`config.mk`:
```
export PLATFORM = sky130hd
export DESIGN_NAME = key_rx
export DESIGN_NICKNAME = d
export VERILOG_FILES = /design/src/rtl/key_rx_pkg.sv /design/src/rtl/sync2.sv /design/src/rtl/key_rx.sv
export SDC_FILE = /design/constraint.sdc
export NUM_CORES = 1
export LEC_CHECK = 0
export BUFFER_PORTS_ARGS = -buffer_cell sky130_fd_sc_hd__buf_2
export CORE_MARGIN = 2
export CORE_UTILIZATION = 59
export CTS_CLUSTER_DIAMETER = 100
export DETAILED_ROUTE_END_ITERATION = 16
export PLACE_DENSITY = 0.78
export SYNTH_ARGS = -nofsm -noshare
export SYNTH_HDL_FRONTEND = slang
export SYNTH_SLANG_ARGS = --single-unit
```
`constraint.sdc`:
```
create_clock -name clk -period 2.3 [get_ports clk]
set_input_delay 0.115 -clock clk [delete_from_list [all_inputs] [get_ports clk]]
set_output_delay 0.115 -clock clk [all_outputs]
set_load 0.02 [all_outputs]
```
`src/rtl/key_rx_pkg.sv`:
```
// Shared types and constants for the key_rx UART keyboard receiver.
// Holds the FSM state enum, the no-key / enter codes, the allowed-key set
// used when KEY_FILTER_EN is defined, and small byte helpers.
package key_rx_pkg;

    typedef enum logic [2:0] {
        IDLE      = 3'd0,
        START     = 3'd1,
        DATA      = 3'd2,
        STOP      = 3'd3,
        EMIT      = 3'd4,
        WAIT_HIGH = 3'd5
    } state_t;

    localparam logic [7:0] NO_KEY    = 8'h2A;
    localparam logic [7:0] KEY_ENTER = 8'h0D;
    localparam logic [7:0] KEY_0     = 8'h30;
    localparam logic [7:0] KEY_9     = 8'h39;
    localparam logic [7:0] KEY_B     = 8'h62;
    localparam logic [7:0] KEY_C     = 8'h63;
    localparam logic [7:0] KEY_W     = 8'h77;
    localparam logic [7:0] KEY_T     = 8'h74;
    localparam logic [7:0] KEY_Q     = 8'h71;

    // Upper-case ASCII letters fold to lower case; everything else passes.
    function automatic logic [7:0] fold_key(input logic [7:0] b);
        if (b >= 8'h41 && b <= 8'h5A) begin
            return b + 8'h20;
        end
        return b;
    endfunction

    // Membership in the filtered key set (digits, b c w t q, enter).
    function automatic logic key_allowed(input logic [7:0] k);
        return (k >= KEY_0 && k <= KEY_9) || k == KEY_B || k == KEY_C ||
               k == KEY_W || k == KEY_T || k == KEY_Q || k == KEY_ENTER;
    endfunction

endpackage

```
`src/rtl/sync2.sv`:
```
// Two-flop synchronizer for a single asynchronous bit; resets to 1 (idle line).
// Ports: clk, rst (async active-high), d (async input), q (synchronized output).
module sync2 (
    input  logic clk,
    input  logic rst,
    input  logic d,
    output logic q
);

    logic meta;

    always_ff @(posedge clk or posedge rst) begin
        if (rst) begin
            meta <= 1'b1;
            q    <= 1'b1;
        end else begin
            meta <= d;
            q    <= meta;
        end
    end

endmodule

```
`src/rtl/key_rx.sv`:
```
// UART 8N1 keyboard receiver: deserializes bytes from rx, folds upper case
// to lower case, drops the no-key code, and presents each key for one cycle.
// Optional macro KEY_FILTER_EN restricts emitted keys to the allowed set.
// Ports: clk, rst (async active-high), rx (async serial line, idle high),
//        ascii_code (key or 8'h2A), key_valid (1-cycle key strobe),
//        frame_err (1-cycle pulse on a bad stop bit).
module key_rx
    import key_rx_pkg::*;
#(
    parameter int unsigned CLK_FREQ = 100000000,
    parameter int unsigned BAUD     = 9600
) (
    input  logic       clk,
    input  logic       rst,
    input  logic       rx,
    output logic [7:0] ascii_code,
    output logic       key_valid,
    output logic       frame_err
);

    localparam int unsigned CLKS_PER_BIT = CLK_FREQ / BAUD;
    localparam int unsigned CNT_W        = (CLKS_PER_BIT > 1) ? $clog2(CLKS_PER_BIT) : 1;
    localparam int unsigned HALF_M1      = (CLKS_PER_BIT / 2 > 0) ? CLKS_PER_BIT / 2 - 1 : 0;
    localparam int unsigned LAST         = (CLKS_PER_BIT > 0) ? CLKS_PER_BIT - 1 : 0;

    logic             rx_s;
    state_t           state, state_d;
    logic [CNT_W-1:0] cnt, cnt_d;
    logic [2:0]       idx, idx_d;
    logic [7:0]       sr, sr_d;
    logic [7:0]       ascii_d;
    logic             valid_d, ferr_d;
    logic [7:0]       folded_c;
    logic             emit_ok_c;

    sync2 u_sync2 (
        .clk (clk),
        .rst (rst),
        .d   (rx),
        .q   (rx_s)
    );

    assign folded_c = fold_key(sr);

    // The drop test uses the raw byte; the filter applies after folding.
`ifdef KEY_FILTER_EN
    assign emit_ok_c = (sr != NO_KEY) && key_allowed(folded_c);
`else
    assign emit_ok_c = (sr != NO_KEY);
`endif

    // State, counters and registered outputs.
    always_ff @(posedge clk or posedge rst) begin
        if (rst) begin
            state      <= IDLE;
            cnt        <= '0;
            idx        <= '0;
            sr         <= '0;
            ascii_code <= NO_KEY;
            key_valid  <= 1'b0;
            frame_err  <= 1'b0;
        end else begin
            state      <= state_d;
            cnt        <= cnt_d;
            idx        <= idx_d;
            sr         <= sr_d;
            ascii_code <= ascii_d;
            key_valid  <= valid_d;
            frame_err  <= ferr_d;
        end
    end

    // Next-state and output logic.
    always_comb begin
        state_d = state;
        cnt_d   = cnt;
        idx_d   = idx;
        sr_d    = sr;
        ascii_d = NO_KEY;
        valid_d = 1'b0;
        ferr_d  = 1'b0;
        case (state)
            IDLE: begin
                cnt_d = '0;
                if (!rx_s) begin
                    state_d = START;
                end
            end
            START: begin
                // Re-check the line mid start bit to reject glitches.
                if (cnt == CNT_W'(HALF_M1)) begin
                    cnt_d = '0;
                    idx_d = '0;
                    state_d = rx_s ? IDLE : DATA;
                end else begin
                    cnt_d = cnt + CNT_W'(1);
                end
            end
            DATA: begin
                if (cnt == CNT_W'(LAST)) begin
                    cnt_d    = '0;
                    sr_d[idx] = rx_s;
                    if (idx == 3'd7) begin
                        state_d = STOP;
                    end else begin
                        idx_d = idx + 3'd1;
                    end
                end else begin
                    cnt_d = cnt + CNT_W'(1);
                end
            end
            STOP: begin
                if (cnt == CNT_W'(LAST)) begin
                    cnt_d = '0;
                    if (rx_s) begin
                        state_d = EMIT;
                    end else begin
                        ferr_d  = 1'b1;
                        sr_d    = '0;
                        state_d = WAIT_HIGH;
                    end
                end else begin
                    cnt_d = cnt + CNT_W'(1);
                end
            end
            EMIT: begin
                state_d = IDLE;
                if (emit_ok_c) begin
                    ascii_d = folded_c;
                    valid_d = 1'b1;
                end
            end
            WAIT_HIGH: begin
                // A stuck-low line must not look like a new start bit.
                if (rx_s) begin
                    state_d = IDLE;
                end
            end
            default: begin
                state_d = IDLE;
            end
        endcase
    end

endmodule

```
==> summary.md, run 1 <==
| Metric | Value |
|---|---|
| Fin crit share | `0.868` |
| Leading cell type in the layout, fill and taps excluded | `dfrtp_1` |
| Via Count | `between 1500 and 2000` |
| Crit path capture type | `register` |
| Largest family of logic cells by synthesized area | `simple AND/OR/NAND/NOR gates` |
| Die height | `62.9 µm` |
| DRC | `0` |
| Synth Net Count | `211` |
| Fin. Hold Viols | `0` |
| Netlist Area Pre-Place | `0.00205 mm²` |
| CP Class | `reg2reg` |
| Setup Fix Bufs, Post-CTS | `0` |
| Effective utilization at floorplan | `0.614` |
| Largest area contributor in the netlist | `dfrtp_1` |
| Multiplexer share of the synthesized area | `0.0104` |
| Max Slew Vio Count | `0` |
| Total die area | `0.00396 mm²` |
| Synth Area in Compound Gates | `0.186` |
| Post-detailed-route count of antenna-violating nets | `0` |
| Synthesized flop and latch total | `40` |
| Mean Syn Cell Area | `10.0 µm²` |
| Hpwl dp | `2.72 mm` |
| Routed length per placed instance | `~15 µm` |
| CTS buffer count | `5` |
| Most frequent cells in the layout | `dfrtp_1 (35), nor2_1 (21), a21oi_1 (18)` |
| Post-synth EDFFs | `0` |
| Xor/xnor share of the synthesized area | `0.0299` |
| RSZ-0062 raised after global routing | `false` |
| Synth unique cells | `47` |
| Fraction of the mapped netlist area in simple logic gates | `0.227` |
| Gpl congestion | `slightly below 0.9` |
| Num Clock Sinks | `40` |
| Adder-cell area share of the yosys netlist | `0.0244` |
| Sequential area share after synthesis | `0.492` |
| Synth Instances | `204` |
| Row count | `21` |
| Nets | `229` |
| Asr flop ratio synth | `1.00` |
| Setup TNS | `0 ns` |
| Cells after DPL | `259` |
| Synth warn | `0` |
| Largest net degree at the start of global routing | `41` |
| Htree depth | `2` |
| Die W | `roughly 63 µm` |
| DR pass1 iterations | `6` |
| Measured slew at the worst slew-check pin | `around 0.53 ns` |
| Power density over cell area | `494 mW/mm²` |
| Crit-path max FO | `12` |
| Peak VDD IR | `0.000352 V` |
| DRT iter0 DRCs | `136` |
| Synth area leaders | `dfrtp_1 (43%), dfstp_2 (6.4%), a21oi_1 (4.4%)` |
| Final std cells w/o fill | `269` |
| CTS tree | `done` |
| GRT Total Usage | `0.229` |
| Initial antenna violation count | `0` |
| CP arrival | `~2.3 ns` |
| Worst clock skew | `0.0187 ns` |
| Worst Hold Class | `reg2reg` |
| Top_reg_cell synth | `dfrtp_1` |
| IO Port Bufs | `12` |
| Hold WS | `roughly 0.36 ns` |
| GRT Residual Overflow | `0` |
| IO Count | `13` |
| Worst-skew pair later-pin latency | `0.35 ns` |
| Lkg Pwr | `a little over 1 nW` |
| Yosys top cell area share | `0.428` |
| Post-layout minimum cycle time | `about 2.0 ns` |
| Core Util, Final | `0.673` |
| Clock-pin transition on the worst setup and hold timing paths | `approximately 0.12 ns` |
| Vias per cell | `6.03` |
| ANT cells | `0` |
| Synthesis-to-layout area growth | `9.59%` |
| Worst setup SP type | `register` |
| Crit path required time | `2.55 ns` |
| Layout cell share with drive strength beyond 1 | `0.170` |
| Status | `complete, no violations` |
| CTS Root Cell | `clkbuf_4` |
| Vias in the first global route | `1533` |
| Max Root-Sink Buffers | `2` |
| Max Cap Viol | `0` |
| Final setup vio count | `0` |
| WL final | `4.08 mm` |
| Core area | `0.00334 mm²` |
| Slew HR | `0.647` |
| Max Freq | `501 MHz` |
| First-pass GRT wire length | `around 7.1 mm` |
==> sequential cells by signal (all words and copies together), names as in the netlist <==
register,count
cnt,14
ascii_code,8
sr,8
idx,3
state,3
frame_err,1
key_valid,1
u_sync2.meta,1
u_sync2.q,1
==> where the power goes <==
part | switching [W] | internal (W) | total [W]
sequential | 0.00000148 | 0.000707 | 0.000708
clock | 0.000230 | 0.000150 | 0.000380
combinational | 0.0000145 | 0.00000528 | 0.0000198
==> worst max-delay path: stages, from the launching register on <==
cell	delay [ns]
dfrtp_1	0.49
nor3b_1	0.31
nand4_1	0.25
a32o_1	0.44
a21o_1	0.23
a22o_1	0.18
==> layer usage <==
metal / wire length, µm / GRT usage / share of wire / up-vias
met4: 52 / 0.0583 / 0.013 / 0
met1: 1920 / 0.297 / 0.47 / 795
met2: 1910 / 0.371 / 0.47 / 44
met5: 0 / 0 / 0 / -
met3: 186 / 0.0721 / 0.046 / 7
li1: - / - / - / 775
==> cell usage after synthesis (all sizes together), types with 2 or more instances <==
| cell type | n |
|---|---|
| a31oi | 3 |
| nor2 | 22 |
| ha | 4 |
| buf | 4 |
| o21bai | 2 |
| a21o | 8 |
| nor2b | 5 |
| inv | 6 |
| o21ai | 7 |
| and2 | 4 |
| and4b | 2 |
| o2bb2ai | 2 |
| nor3b | 3 |
| nand2b | 2 |
| dfrtp | 35 |
| or3 | 2 |
| nand3 | 5 |
| dfstp | 5 |
| nand2 | 14 |
| a21oi | 18 |
| a22o | 7 |
| clkbuf | 4 |
| xor2 | 7 |
| and3 | 3 |
| nor3 | 6 |
| nand4 | 6 |
| and4bb | 3 |
==> cell type report <==
cell class | count | area, µm²
fillers | 266 | 1090
inverters | 6 | 22.5
well taps | 46 | 57.6
multi-input cells | 150 | 977
clock inverters | 1 | 7.51
clock buffers | 7 | 55.1
flip-flops and latches | 40 | 1010
repair buffers | 19 | 118
==> logic make-up after synthesis <==
family	Yosys count
xor gates and xnor gates	7
adders and majority gates	4
AOI/OAI and AO/OA	56
buffers and inverters	14
muxes	2
DFF	40
and+or+nand+nor	81
==> final timing paths <==
check                        startpoint      endpoint  slack (ns)  cells past startpoint
setup / recovery                 cnt[5]        cnt[3]        0.30                      5
hold / removal             u_sync2.meta     u_sync2.q        0.36                      0
setup reg to reg                 cnt[5]        cnt[3]        0.30                      5
hold reg to reg            u_sync2.meta     u_sync2.q        0.36                      0
max in group asynchronous           rst  u_sync2.meta        1.50                      4
min in group asynchronous           rst         sr[4]        0.42                      4
==> stage by stage <==
stage / setup slack [ns] / instance area, µm² / total power, W
after floorplan: 0.619 / 2050 / 0.000732
after global placement: 0.431 / 2160 / 0.000739
after detailed placement: 0.311 / 2160 / 0.000739
after CTS: 0.309 / 2240 / 0.00112
after global routing: 0.196 / 2240 / 0.00115
final: 0.304 / 2240 / 0.00111
==> what timing repair did <==
action,4_1_cts,5_1_grt
hold buffers,2,0
endpoints found under the hold margin,36,0
resized for setup,0,0
No activity file was read; power rests on OpenSTA's default activity.
==> inputs of run 2 (changes only) <==
- CORE_UTILIZATION: 59 -> 45
- GPL_ROUTABILITY_DRIVEN: default -> 0
- PLACE_DENSITY: 0.78 -> default
- clock period: 2.3 -> 2.4 ns (I/O delays scaled with it)
==> summary.md, run 2 (synthesized netlist as in run 1, its figures left out) <==
| Metric | Value |
|---|---|
| Num Clock Sinks | `40` |
| Worst clock skew | `0.00768 ns` |
| CP Class | `reg2reg` |
| Setup ws final | `0.401 ns` |
| Largest net degree at the start of global routing | `41` |
| Post-detailed-route count of antenna-violating nets | `0` |
| Slowest CP cell | `a32o_1` |
| Fin crit share | `0.833` |
| Die W | `71.5 µm` |
| GRT Total Usage | `0.180` |
| RSZ-0062 raised after global routing | `false` |
| Die height | `71.5 µm` |
| CTS buffer count | `5` |
| Critical Path Source | `cnt[0]` |
| Max Root-Sink Buffers | `2` |
| Top flop regs | `cnt: 14 flops, ascii_code: 8 flops, sr: 8 flops` |
| Final std cells w/o fill | `274` |
| Synthesis-to-layout area growth | `10.5%` |
| IO Port Bufs | `12` |
| Layout cell share with drive strength beyond 1 | `0.162` |
| GRT Residual Overflow | `0` |
| Worst Hold Class | `reg2reg` |
| Htree depth | `2` |
| Crit path capture type | `register` |
| Reg2reg start | `cnt[0]` |
| Initial antenna violation count | `0` |
| DRC | `0` |
| ANT cells | `0` |
| Fin. Hold Viols | `0` |
| Post-layout minimum cycle time | `between 1.5 and 2 ns` |
| Most frequent cells in the layout | `dfrtp_1 (35), nor2_1 (21), a21oi_1 (18)` |
| Max Slew Vio Count | `0` |
| Slew HR | `0.617` |
| Setup Fix Bufs, Post-CTS | `0` |
| Measured slew at the worst slew-check pin | `0.574 ns` |
| Dpl ws | `0.428 ns` |
| Hold_sp | `u_sync2.meta` |
| Power density over cell area | `493 mW/mm²` |
| Core area | `roughly 0.0044 mm²` |
| Crit-path max cell delay | `0.46 ns` |
| DR pass1 iterations | `4` |
| Vias per cell | `5.85` |
| Worst-skew pair later-pin latency | `0.29 ns` |
| Worst setup SP type | `register` |
| Core Util, Final | `0.516` |
| Reg-to-reg endpoint | `cnt[6]` |
| Row count | `24` |
| Clock-pin transition on the worst setup and hold timing paths | `0.07 ns` |
| Crit-path max FO | `12` |
| Routed length per placed instance | `around 15 µm` |
| Critical Path End | `cnt[6]` |
| Total die area | `0.00511 mm²` |
| Effective utilization at floorplan | `0.467` |
| Largest register FFs | `14` |
| Peak VDD IR | `roughly 0.0003 V` |
| Max Cap Viol | `0` |
| WL final | `4.22 mm` |
| Max Freq | `500 MHz` |
| Final setup vio count | `0` |
| Via Count | `1602` |
| CP arrival | `2.17 ns` |
| R2R cell count | `6` |
| Hold WS | `0.357 ns` |
| Lkg Pwr | `1.03 nW` |
| IO Count | `13` |
| Leading cell type in the layout, fill and taps excluded | `dfrtp_1` |
| Hpwl dp | `3.00 mm` |
| Vias in the first global route | `1533` |
| Register with the most flip-flops | `cnt` |
| Crit path required time | `approximately 2.6 ns` |
| Crit path cell chain | `ha_1 -> and3_2 -> nand4_1 -> a32o_1 -> a21o_1 -> a22o_1` |
| First-pass GRT wire length | `between 7 and 8 mm` |
| CTS tree | `done` |
| CTS Root Cell | `clkbuf_8` |
| DRT iter0 DRCs | `105` |
| R2R setup slack | `0.40 ns` |
| Setup TNS | `0 ns` |
| Nets | `about 230` |
| Cells after DPL | `264` |
| Status | `complete, no violations` |
-- run 2: worst min-delay path by stage --
stage | to | slack (ns) | depth (start not counted)
CTS | u_sync2.q | 0.36 | 0
floorplan | u_sync2.meta | 0.12 | 0
global placement | u_sync2.meta | 0.23 | 1
detailed placement | u_sync2.meta | 0.23 | 1
global route | u_sync2.q | 0.37 | 0
finish | u_sync2.q | 0.36 | 0
-- run 2: cell type report --
type | count | area (µm²)
inverters | 6 | 22.5
well taps | 52 | 65.1
flip-flops and latches | 40 | 1010
repair buffers | 18 | 110
multi-input cells | 150 | 977
fillers | 401 | 2120
clock buffers | 7 | 76.3
clock inverters | 1 | 5.00
-- run 2: per-stage QoR --
stage               total power, W  area, µm²
floorplan                 0.000702       2050
global placement          0.000709       2160
detailed placement        0.000709       2160
CTS                        0.00114       2260
global route               0.00116       2260
finish                     0.00112       2260
-- run 2: what timing repair did --
action,CTS,global route
hold buffers,2,0
resized for setup,0,0
hold endpoints to repair,36,0
-- run 2: report_power, final --
part	leakage [nW]	switching [W]	internal (W)
combinational	0.461	0.0000140	0.00000505
sequential	0.527	0.00000131	0.000677
clock	0.0422	0.000215	0.000204
-- run 2: critical path, delay by kind of cell, from the launching register on --
kind,cells,cell delay [ns]
compound gates,3,0.85
simple gates,2,0.41
flops,1,0.41
fa+ha+maj,1,0.22
-- run 2: per-layer routing --
layer | global-route usage | part of all wire
met4 | 0.0713 | 0.017
met3 | 0.0436 | 0.040
met1 | 0.248 | 0.49
met2 | 0.276 | 0.46
met5 | 0 | 0
==> inputs of run 3 (changes only) <==
- clock period: 2.4 -> 2 ns (I/O delays scaled with it)
==> summary.md, run 3 (synthesized netlist as in run 1, its figures left out) <==
| Metric | Value |
|---|---|
| Worst Hold Class | `reg2reg` |
| Most frequent cells in the layout | `dfrtp_1 (35), nor2_1 (21), a21oi_1 (18)` |
| Clock-pin transition on the worst setup and hold timing paths | `around 0.07 ns` |
| Layout cell share with drive strength beyond 1 | `0.186` |
| Largest net degree at the start of global routing | `41` |
| Worst setup SP type | `register` |
| Bufs and invs on worst path | `1` |
| Vias in the first global route | `1569` |
| GRT Total Usage | `0.172` |
| Worst-skew pair later-pin latency | `0.28 ns` |
| CTS buffer count | `5` |
| DRC | `0` |
| Switching Share | `0.208` |
| DRT iter0 DRCs | `72` |
| Effective utilization at floorplan | `0.467` |
| Final std cells w/o fill | `278` |
| Die W | `71.5 µm` |
| Nets | `232` |
| Max Slew Vio Count | `0` |
| Htree depth | `2` |
| Hpwl dp | `around 2.9 mm` |
| Total die area | `0.00511 mm²` |
| Sequential share of power | `0.606` |
| Max Cap Viol | `0` |
| Vias per cell | `5.71` |
| CTS tree | `done` |
| Crit-path max FO | `7` |
| Crit path cell chain | `ha_2 -> and3_2 -> nand4_1 -> a32o_2 -> buf_4 -> a22o_1` |
| Fin. Hold Viols | `0` |
| IO Count | `13` |
| GRT Residual Overflow | `0` |
| Fin crit share | `0.917` |
| Setup TNS | `0 ns` |
| Die height | `71.5 µm` |
| CP arrival | `2.00 ns` |
| Highest metal used | `met4` |
| Initial antenna violation count | `0` |
| ANT cells | `0` |
| Synthesis-to-layout area growth | `12.5%` |
| Status | `complete, no violations` |
| Worst clock skew | `0.00595 ns` |
| Total power | `0.00134 W` |
| Post-detailed-route count of antenna-violating nets | `0` |
| Final setup vio count | `0` |
| Register with the most flip-flops | `cnt` |
| Hold_sp | `u_sync2.meta` |
| Crit path capture type | `register` |
| CTS Root Cell | `clkbuf_8` |
| Leading cell type in the layout, fill and taps excluded | `dfrtp_1` |
| Num Clock Sinks | `40` |
| Hold WS | `0.357 ns` |
| Met2 WL | `1.91 mm` |
| Pint | `~0.0011 W` |
| Top flop regs | `cnt: 14 flops, ascii_code: 8 flops, sr: 8 flops` |
| Peak VDD IR | `slightly above 0.0004 V` |
| Critical Path Source | `cnt[0]` |
| Crit-path max cell delay | `0.41 ns` |
| Measured slew at the worst slew-check pin | `between 0.4 and 0.5 ns` |
| DR pass1 iterations | `5` |
| IO Port Bufs | `12` |
| Setup ws final | `0.166 ns` |
| Met3 Wirelength | `128 µm` |
| Max Root-Sink Buffers | `2` |
| WL final | `4.09 mm` |
| Largest register FFs | `14` |
| Dpl ws | `a little under 0.08 ns` |
| Max Freq | `545 MHz` |
| Crit path required time | `2.17 ns` |
| DRT met1 WL | `2.03 mm` |
| First-pass GRT wire length | `7.09 mm` |
| Cells after DPL | `266` |
| Post-layout minimum cycle time | `between 1.5 and 2 ns` |
| Routed length per placed instance | `14.7 µm` |
| CP Class | `reg2reg` |
| Core area | `between 0.004 and 0.005 mm²` |
| Power density over cell area | `583 mW/mm²` |
| Sw power | `0.000280 W` |
| Slew HR | `0.678` |
| Row count | `24` |
| Lkg Pwr | `1.05 nW` |
| Clock power share | `0.377` |
| Slowest CP cell | `dfrtp_1` |
| Reg2reg start | `cnt[0]` |
| Logic pwr share | `0.017` |
| Top delay family on crit path | `compound AO/OA/AOI/OAI gates` |
| Via Count | `roughly 1600` |
| RSZ-0062 raised after global routing | `false` |
run 3: cell count changes in the layout (fill, tap and decap cells not counted), sizes merged:
cell,before,now
buf,16,20
run 3: metrics by stage:
stage	utilization	area (µm²)
final	0.525	2300
after global placement	0.497	2180
after global routing	0.525	2300
after CTS	0.520	2280
after detailed placement	0.497	2180
after floorplan	-	2050
run 3: power groups by stage:
stage | Clock, W | Combinational, W | Sequential (W)
6_report | 0.000507 | 0.0000226 | 0.000814
5_1_grt | 0.000555 | 0.0000276 | 0.000814
4_1_cts | 0.000521 | 0.0000239 | 0.000814
3_5_place_dp | 0 | 0.0000210 | 0.000829
3_3_place_gp | 0 | 0.0000204 | 0.000829
2_1_floorplan | 0 | 0.0000133 | 0.000829
run 3: layer usage:
layer / track usage / vias to the layer above
li1: - / 779
met1: 0.243 / 776
met2: 0.258 / 27
met3: 0.0450 / 4
met5: 0 / -
met4: 0.0587 / 0
run 3: worst register-to-register path, stage by stage, from the launching register on:
cell     delay, ns
dfrtp_1       0.41
ha_2          0.22
and3_2        0.23
nand4_1       0.14
a32o_2        0.35
buf_4         0.18
a22o_1        0.19
run 3: final cells by class:
cell class | count | area (µm²)
clock buffer | 7 | 76.3
clock inverter | 1 | 5.00
fill | 406 | 2080
inverter | 6 | 22.5
multi-input combinational | 150 | 987
sequential | 40 | 1010
tap | 52 | 65.1
timing repair buffer | 22 | 140
run 3: worst paths after layout:
kind | to | slack [ns] | cells past startpoint
min in group asynchronous | sr[2] | 0.47 | 4
hold reg to reg | u_sync2.q | 0.36 | 0
setup / recovery | cnt[8] | 0.17 | 6
hold / removal | u_sync2.q | 0.36 | 0
setup reg to reg | cnt[8] | 0.17 | 6
max in group asynchronous | u_sync2.meta | 1.17 | 4
run 3: repair_timing:
item                                    CTS  global route
gates resized for setup                   0             3
endpoints found under the hold margin    36             0
setup buffers                             0             2
hold buffers                              2             0
endpoints found under the setup margin    0            11
